<file path="src/rtl/button_pulse_gen.sv">
// Synchronise, debounce and edge-detect N independent push-button inputs into a level and press/release pulses.
// Define BUTTON_AUTOREPEAT_EN to add periodic repeat pulses on button_pulse while a button stays held.
module button_pulse_gen #(
    parameter int N_CH          = 4,
    parameter int DEBOUNCE_LEN  = 4,
    parameter int REPEAT_DELAY  = 16,
    parameter int REPEAT_PERIOD = 8
) (
    input  logic            clk,
    input  logic            reset,
    input  logic [N_CH-1:0] buttons,
    output logic [N_CH-1:0] button_level,
    output logic [N_CH-1:0] button_pulse,
    output logic [N_CH-1:0] release_pulse
);

    localparam int CNT_W = $clog2(DEBOUNCE_LEN + 1);
    localparam logic [CNT_W-1:0] CNT_LAST = CNT_W'(DEBOUNCE_LEN - 1);

    logic [N_CH-1:0]  s1_q, s1_d;
    logic [N_CH-1:0]  s2_q, s2_d;
    logic [N_CH-1:0]  db_q, db_d;
    logic [CNT_W-1:0] cnt_q [N_CH];
    logic [CNT_W-1:0] cnt_d [N_CH];
    logic [N_CH-1:0]  press_pulse_q, press_pulse_d;
    logic [N_CH-1:0]  release_pulse_q, release_pulse_d;
    logic [N_CH-1:0]  repeat_fire;

    always_comb begin
        s1_d = buttons;
        s2_d = s1_q;
        db_d = db_q;
        for (int ch = 0; ch < N_CH; ch++) begin
            cnt_d[ch] = '0;
            if (s2_q[ch] != db_q[ch]) begin
                if (cnt_q[ch] == CNT_LAST) begin
                    db_d[ch] = s2_q[ch];
                end else begin
                    cnt_d[ch] = cnt_q[ch] + 1'b1;
                end
            end
        end
        press_pulse_d   = (db_d & ~db_q) | repeat_fire;
        release_pulse_d = ~db_d & db_q;
    end

    always_ff @(posedge clk) begin
        if (reset) begin
            s1_q            <= '0;
            s2_q            <= '0;
            db_q            <= '0;
            press_pulse_q   <= '0;
            release_pulse_q <= '0;
            for (int ch = 0; ch < N_CH; ch++) begin
                cnt_q[ch] <= '0;
            end
        end else begin
            s1_q            <= s1_d;
            s2_q            <= s2_d;
            db_q            <= db_d;
            press_pulse_q   <= press_pulse_d;
            release_pulse_q <= release_pulse_d;
            for (int ch = 0; ch < N_CH; ch++) begin
                cnt_q[ch] <= cnt_d[ch];
            end
        end
    end

`ifdef BUTTON_AUTOREPEAT_EN
    localparam int RPT_MAX = (REPEAT_DELAY > REPEAT_PERIOD) ? REPEAT_DELAY : REPEAT_PERIOD;
    localparam int RC_W    = $clog2(RPT_MAX + 1);
    localparam logic [RC_W-1:0] DELAY_LAST  = RC_W'(REPEAT_DELAY - 1);
    localparam logic [RC_W-1:0] PERIOD_LAST = RC_W'(REPEAT_PERIOD - 1);

    logic [RC_W-1:0] rc_q [N_CH];
    logic [RC_W-1:0] rc_d [N_CH];
    // rpt marks that the initial delay has elapsed and the counter now times the period
    logic [N_CH-1:0] rpt_q, rpt_d;

    always_comb begin
        repeat_fire = '0;
        rpt_d       = rpt_q;
        for (int ch = 0; ch < N_CH; ch++) begin
            rc_d[ch] = rc_q[ch];
            if (!db_d[ch] || !db_q[ch]) begin
                rc_d[ch]  = '0;
                rpt_d[ch] = 1'b0;
            end else if (rc_q[ch] == (rpt_q[ch] ? PERIOD_LAST : DELAY_LAST)) begin
                repeat_fire[ch] = 1'b1;
                rc_d[ch]        = '0;
                rpt_d[ch]       = 1'b1;
            end else begin
                rc_d[ch] = rc_q[ch] + 1'b1;
            end
        end
    end

    always_ff @(posedge clk) begin
        if (reset) begin
            rpt_q <= '0;
            for (int ch = 0; ch < N_CH; ch++) begin
                rc_q[ch] <= '0;
            end
        end else begin
            rpt_q <= rpt_d;
            for (int ch = 0; ch < N_CH; ch++) begin
                rc_q[ch] <= rc_d[ch];
            end
        end
    end
`else
    always_comb begin
        repeat_fire = '0;
    end
`endif

    assign button_level  = db_q;
    assign button_pulse  = press_pulse_q;
    assign release_pulse = release_pulse_q;

endmodule

</file>
<file path="config.mk">
export PLATFORM = sky130hd
export DESIGN_NAME = button_pulse_gen
export DESIGN_NICKNAME = d
export VERILOG_FILES = /design/src/rtl/button_pulse_gen.sv
export SDC_FILE = /design/constraint.sdc
export NUM_CORES = 1
export LEC_CHECK = 0
export CORE_ASPECT_RATIO = 1.2
export CORE_MARGIN = 2
export CORE_UTILIZATION = 54
export CTS_BUF_LIST = sky130_fd_sc_hd__clkbuf_8
export DETAILED_ROUTE_END_ITERATION = 8
export HOLD_SLACK_MARGIN = 0.08
export PLACE_DENSITY = 0.84
export SLEW_MARGIN = 10
export SYNTH_ARGS = -nofsm -noshare
export SYNTH_HDL_FRONTEND = slang
export SYNTH_SLANG_ARGS = --single-unit
</file>
<file path="constraint.sdc">
create_clock -name clk -period 3.3 [get_ports clk]
set_clock_uncertainty 0.05 [all_clocks]
set_input_delay 0.66 -clock clk [delete_from_list [all_inputs] [get_ports clk]]
set_output_delay 0.66 -clock clk [all_outputs]
set_load 0.05 [all_outputs]
</file>
==> results of run 1 <==
## cell type report
| cell class | instances | area (um^2) |
|---|---|---|
| sequential | 32 | 641 |
| fill | 142 | 623 |
| multi-input combinational | 48 | 445 |
| timing repair buffer | 18 | 178 |
| clock buffer | 5 | 68.8 |
| tap | 20 | 25.0 |
| inverter | 4 | 15.0 |
| clock inverter | 2 | 8.76 |
## registers in the layout (all words and copies together) (netlist names)
register and cells:
button_level 4, button_pulse 4, cnt_q 12, release_pulse 4, s1_q 4, s2_q 4
## worst reg2reg max path, cell delays in order, from the launching register on
cell	delay, ns
dfxtp_1	0.31
ha_1	0.19
ha_1	0.27
nor4_1	0.33
## worst max-delay path by stage
| stage | to | slack (ns) | cells past startpoint |
|---|---|---|---|
| 6_report | button_level[1] | 1.06 | 1 |
| 5_1_grt | button_level[1] | 1.00 | 1 |
| 4_1_cts | button_level[1] | 1.05 | 1 |
| 3_5_place_dp | cnt_q[1][0]$_SDFF_PP0_ | 0.97 | 3 |
| 3_3_place_gp | cnt_q[1][0]$_SDFF_PP0_ | 1.06 | 3 |
| 2_1_floorplan | button_level[0] | 1.93 | 0 |
## metrics by stage
step / hold WS, ns / setup WS (ns)
floorplan: 0.355 / 1.93
global placement: 0.366 / 1.06
detailed placement: 0.376 / 0.970
CTS: 0.385 / 1.05
global route: 0.390 / 1.00
finish: 0.380 / 1.06
## kinds of logic after synthesis
family | count (synthesis)
xor gates and xnor gates | 4
adders and majority gates | 8
buffers and inverters | 7
DFF | 32
muxes | 4
and+or+nand+nor | 32
## cell usage in the layout, fill, tap and decap left out, drive strengths merged
master / count
nor4b: 4
nor2b: 8
dfxtp: 32
clkbuf: 5
clkinv: 1
ha: 8
and4bb: 6
xnor2: 4
nor2: 4
nor4: 8
clkdlybuf4s50: 17
mux2i: 4
nor4bb: 2
buf: 1
inv: 5
## power groups by stage
stage / clock, uW / sequential, uW / combinational [uW]
final: 267 / 396 / 21.8
after global routing: 291 / 396 / 24.3
after CTS: 277 / 396 / 22.1
after detailed placement: 0 / 404 / 22.1
after global placement: 0 / 404 / 21.2
after floorplan: 0 / 403 / 14.5
## routing by layer
metal / part of all wire (%) / up-vias / track usage (%)
li1: - / 351 / -
met1: 43 / 310 / 16.7
met2: 51 / 13 / 27.0
met3: 5.0 / 2 / 9.06
met4: 1.5 / 0 / 13.2
met5: 0 / - / 0
==> results_dict.tcl, run 1 <==
set metrics [dict create \
    area_growth_pct 23.5 \
    maxSlewHeadroom_pct 40.5 \
    path_buf_inv 1 \
    post_synth_fa_ha_maj_area_fraction_pct 8.95 \
    clk_latency_ns 0.28 \
    yosysUniqueCellTypes 14 \
    synth_enable_flop_cells 0 \
    root_buffer "clkbuf_8" \
    synthMostInstantiatedCell "dfxtp_1" \
    nNetsFinal 123 \
    critPathArrivalTime_ns 1.53 \
    postCtsHoldBufs 0 \
    crit_slowest_cell "clkdlybuf4s50_1" \
    via_per_inst 5.24 \
    clock_tree.htree_level_count 2 \
    maxClockFrequency_mhz 446 \
    number_of_cell_rows 18 \
    ys.warnings.count 0 \
    post-synth-top-area-cell "dfxtp_1" \
    min_from "cnt_q[3][0]$_SDFF_PP0_" \
    syn_area_per_cell_um2 12.9 \
    worst-slew-pin-transition_ns 0.890 \
    synth_nets 101 \
    synth.yosys.seq_area_share_pct 57.3 \
    power_switching_uw 140 \
    depth_of_the_worst_register_to_register_path 3 \
    starting_drc_count_in_detailed_routing 4 \
    numPortBuffers 17 \
    drt-total-wl_mm 1.60 \
    period_needed_ns 2.24 \
    effective_utilization_at_floorplan_pct 55.8 \
    grt_start_max_net_pins 26 \
    leakage_power_uw 0.000507 \
    hpwl_after_detailed_placement_mm 1.08 \
    power_frac_clock_pct 39.0 \
    clkTransAtPathRegs_ns 0.06 \
    highest_fanout_seen_on_the_critical_path 5 \
    dr.pass1.iters 4 \
    postCtsResizedCells 0 \
    cap_viol_max_count 0 \
    synth_commonest_cells "dfxtp_1 (32), ha_1 (8), nor2b_1 (8), nor4_1 (8), and4bb_2 (6)" \
    worst_setup_path_end_kind "primary output" \
    antenna_found_initial 0 \
    worst-r2r-setup-slack_ns 2.04 \
    cts-buffers-inserted 5 \
    crit_required_ns 2.59 \
    startpoint_type "register" \
    dr_total_vias 676 \
    path_class "register to primary output" \
    timing.hold.worst.class "register to register" \
    yosys.area_share.xor_xnor_pct 3.13 \
    synth_top_family_by_area "simple AND/OR/NAND/NOR gates" \
    finalCoreUtilization_pct 68.9 \
    placed_area_um2 1300 \
    grt_pass1_wl_mm 2.76 \
    dp.cells 122 \
    fraction_of_registers_with_async_set_or_reset_after_synthesis_pct 0 \
    hold-path-endpoint "cnt_q[3][0]$_SDFF_PP0_" \
    r2r_end "cnt_q[1][2]$_SDFF_PP0_" \
    synth-simple-area-share_pct 24.2 \
    syn-cell-area_um2 1120 \
    drc 0 \
    cts-root-to-sink-buffers 2 \
    cts_tree "yes" \
    holdPathStages 1 \
    die_h_um 53.9 \
    sinks_on_clock_net 32 \
    power_frac_seq_pct 57.8 \
    fin_total_pwr_uw 684 \
    postSynthCellCount 87 \
    muxShareOfSynthArea_pct 3.58 \
    layout.cells.non_filler 129 \
    grt_pass1_vias 656 \
    drtAntennaViolNets 0 \
    hold_viol_final 0 \
    power.combinational.fraction_pct 3.2 \
    power_internal_uw 545 \
    worst_path_cell_chain "clkdlybuf4s50_1" \
    yosys-top-cells-area "dfxtp_1 (57%), ha_1 (8.9%), and4bb_2 (6.7%)" \
    max-vdd-ir-drop_mv 0.462 \
    worstReg2RegStart "cnt_q[1][0]$_SDFF_PP0_" \
    drive_above_1_share_pct 15.6 \
    outcome "complete, no violations" \
    worst_setup_path_startpoint "button_level[1]$_SDFF_PP0_" \
    power_density_nw_per_um2 495 \
    finalWeightedCongestion 0.652 \
    cpPeakStageDelay_ns 0.84 \
    avgRoutedWirePerCell_um 12.4 \
    synth-compound-area-share_pct 0 \
    yosys.area.top_type_share_pct 57.3 \
    final_max_slew_viol_count 0 \
    grt.total_usage_pct 17.2 \
    synth_flop_cell "dfxtp_1" \
    overflow 0 \
    boundaryPins 18 \
    setup_repair_after_global_routing_missed_its_margin "no" \
    timing.final.crit_share_pct 67.9 \
    switching_share_pct 20.4 \
    final_setup_vio_count 0 \
    finalSetupTns_ns 0 \
    design.die.area_um2 2450 \
    seq_cells_post_synth 32 \
    post-cts-setup-buffer-count 0 \
    num_antenna_cells 0 \
    chipWidth_um 45.5 \
    cpLargestDelayFamily "buffers and inverters" \
    finish.instance_area_um2 1380 \
    core_area_um2 2000 \
]
No activity file was read; power rests on OpenSTA's default activity.
==> inputs of run 2 (changes only) <==
--- a/config.mk
+++ b/config.mk
@@ -7,11 +7,11 @@
 export LEC_CHECK = 0
 export CORE_ASPECT_RATIO = 1.2
 export CORE_MARGIN = 2
-export CORE_UTILIZATION = 54
+export CORE_UTILIZATION = 48
 export CTS_BUF_LIST = sky130_fd_sc_hd__clkbuf_8
 export DETAILED_ROUTE_END_ITERATION = 8
 export HOLD_SLACK_MARGIN = 0.08
-export PLACE_DENSITY = 0.84
+export PLACE_DENSITY = 0.8
 export SLEW_MARGIN = 10
 export SYNTH_ARGS = -nofsm -noshare
 export SYNTH_HDL_FRONTEND = slang
==> constraint.sdc (replaced) <==
create_clock -name clk -period 1.9 [get_ports clk]
set_clock_uncertainty 0.05 [all_clocks]
set_input_delay 0.38 -clock clk [delete_from_list [all_inputs] [get_ports clk]]
set_output_delay 0.38 -clock clk [all_outputs]
set_load 0.05 [all_outputs]
==> run 2 against run 1 <==
  * Cell count up 7.0%
  * Worst setup slack worse by 0.97 ns
  * Clock power increased by 62%
  * Combinational power grew 87%
  * Wire length shrank 9.7%
  * Non-clock buffer count stayed put
  * Largest power group unchanged
==> results_dict.tcl, run 2 (synthesis gave the netlist of run 1 again) <==
set metrics [dict create \
    outcome "complete, no violations" \
    finalSetupTns_ns 0 \
    grt.total_usage_pct 12.8 \
    leakage_power_uw 0.000511 \
    overflow 0 \
    critPathArrivalTime_ns 1.38 \
    cts-root-to-sink-buffers 2 \
    biggest_register "cnt_q" \
    multi_input_comb_area_um2 445 \
    maxSlewHeadroom_pct 66.5 \
    root_buffer "clkbuf_8" \
    layout.cells.most_common_list "dfxtp_1 (32), clkdlybuf4s50_1 (13), nor4_1 (8), nor2b_1 (8), ha_1 (8)" \
    drt-total-wl_mm 1.44 \
    clkTransAtPathRegs_ns 0.05 \
    worst_path_cell_chain "clkdlybuf4s50_1" \
    final_max_slew_viol_count 0 \
    chipWidth_um 48.1 \
    cts-buffers-inserted 5 \
    die_h_um 56.9 \
    crit_required_ns 1.47 \
    worst-slew-pin-transition_ns 0.500 \
    cap_viol_max_count 0 \
    numPortBuffers 17 \
    crit_slowest_cell "clkdlybuf4s50_1" \
    effective_utilization_at_floorplan_pct 49.5 \
    worst_setup_path_end_kind "primary output" \
    period_needed_ns 1.81 \
    nNetsFinal 123 \
    timing.final.crit_share_pct 95.5 \
    via_per_inst 4.86 \
    clk_latency_ns 0.27 \
    finalWeightedCongestion 0.713 \
    starting_drc_count_in_detailed_routing 1 \
    post-cts-setup-buffer-count 0 \
    most_common_cell_after_layout_fill_and_taps_aside "dfxtp_1" \
    max-vdd-ir-drop_mv 0.641 \
    setup_repair_after_global_routing_missed_its_margin "no" \
    drc 0 \
    boundaryPins 18 \
    dr.pass1.iters 3 \
    sinks_on_clock_net 32 \
    core_area_um2 2260 \
    grt_pass1_vias 579 \
    antenna_found_initial 0 \
    grt_pass1_wl_mm 2.27 \
    drive_above_1_share_pct 18.7 \
    num_antenna_cells 0 \
    final_critical_path_setup_slack_ns 0.0855 \
    cts_tree "yes" \
    number_of_cell_rows 19 \
    avgRoutedWirePerCell_um 10.4 \
    maxClockFrequency_mhz 551 \
    path_class "register to primary output" \
    fin_total_pwr_uw 1160 \
    cpPeakStageDelay_ns 0.80 \
    clock_tree.htree_level_count 2 \
    postCtsHoldBufs 0 \
    dr_total_vias 671 \
    regArea_um2 641 \
    power_density_nw_per_um2 835 \
    final_setup_vio_count 0 \
    startpoint_type "register" \
    timing.hold.worst.class "register to register" \
    drtAntennaViolNets 0 \
    hold_viol_final 0 \
    dp_worst_setup_slack_ns 0.362 \
    design.die.area_um2 2730 \
    grt_start_max_net_pins 33 \
    area_growth_pct 24.2 \
    fill_cells 185 \
    cpLargestDelayFamily "buffers and inverters" \
    path_buf_inv 1 \
    postCtsResizedCells 0 \
    highest_fanout_seen_on_the_critical_path 1 \
    largest_reg_flops 12 \
]
[run 2: cell count changes in the layout (fill, tap and decap cells not counted)]
cell,before,now
buf_12,0,1
buf_4,1,4
clkdlybuf4s50_1,17,13
clkinv_2,1,0
inv_1,5,4
[run 2: path summary, 6_finish.rpt]
path | startpoint | slack (ns) | endpoint | depth (start not counted)
worst max-delay path | button_pulse[2]$_SDFF_PP0_ | 0.09 | button_pulse[2] | 1
worst min-delay path | cnt_q[2][0]$_SDFF_PP0_ | 0.38 | cnt_q[2][0]$_SDFF_PP0_ | 1
worst max register to register | cnt_q[2][0]$_SDFF_PP0_ | 0.69 | button_level[2]$_SDFF_PP0_ | 4
worst min register to register | cnt_q[2][0]$_SDFF_PP0_ | 0.38 | cnt_q[2][0]$_SDFF_PP0_ | 1
[run 2: through the flow]
step	hold slack (ns)	cells	util (%)	instance area (um^2)
2_1_floorplan	0.355	87	-	1120
3_3_place_gp	0.364	133	58.4	1320
3_5_place_dp	0.375	133	58.4	1320
4_1_cts	0.383	138	61.5	1390
5_1_grt	0.393	138	61.5	1390
6_report	0.382	138	61.5	1390
[run 2: cell type report]
type	count	area share, %
Timing Repair Buffer	18	13.0
Inverter	4	1.08
Multi-Input combinational cell	48	32.1
Tap cell	31	2.79
Sequential cell	32	46.1
Clock buffer	5	4.95
[run 2: power breakdown]
part / internal [uW] / total (uW) / switching, uW
Clock: 235 / 432 / 197
Combinational: 24.2 / 40.7 / 16.5
Sequential: 682 / 687 / 5.40
Total: 941 / 1160 / 219
[run 2: metal layers]
layer	part of all wire, %	vias up	global-route usage (%)
met4	3.1	0	9.27
met3	5.8	5	8.68
met1	40	304	12.2
met2	51	14	18.5
li1	-	348	-
met5	0	-	0
==> inputs of run 3 (changes only) <==
--- a/config.mk
+++ b/config.mk
@@ -12,6 +12,7 @@
 export DETAILED_ROUTE_END_ITERATION = 8
 export HOLD_SLACK_MARGIN = 0.08
 export PLACE_DENSITY = 0.8
+export SKIP_LAST_GASP = 1
 export SLEW_MARGIN = 10
 export SYNTH_ARGS = -nofsm -noshare
 export SYNTH_HDL_FRONTEND = slang
==> results of run 3 <==
No change in the layout: final DEF, timing and power equal those of run 2.
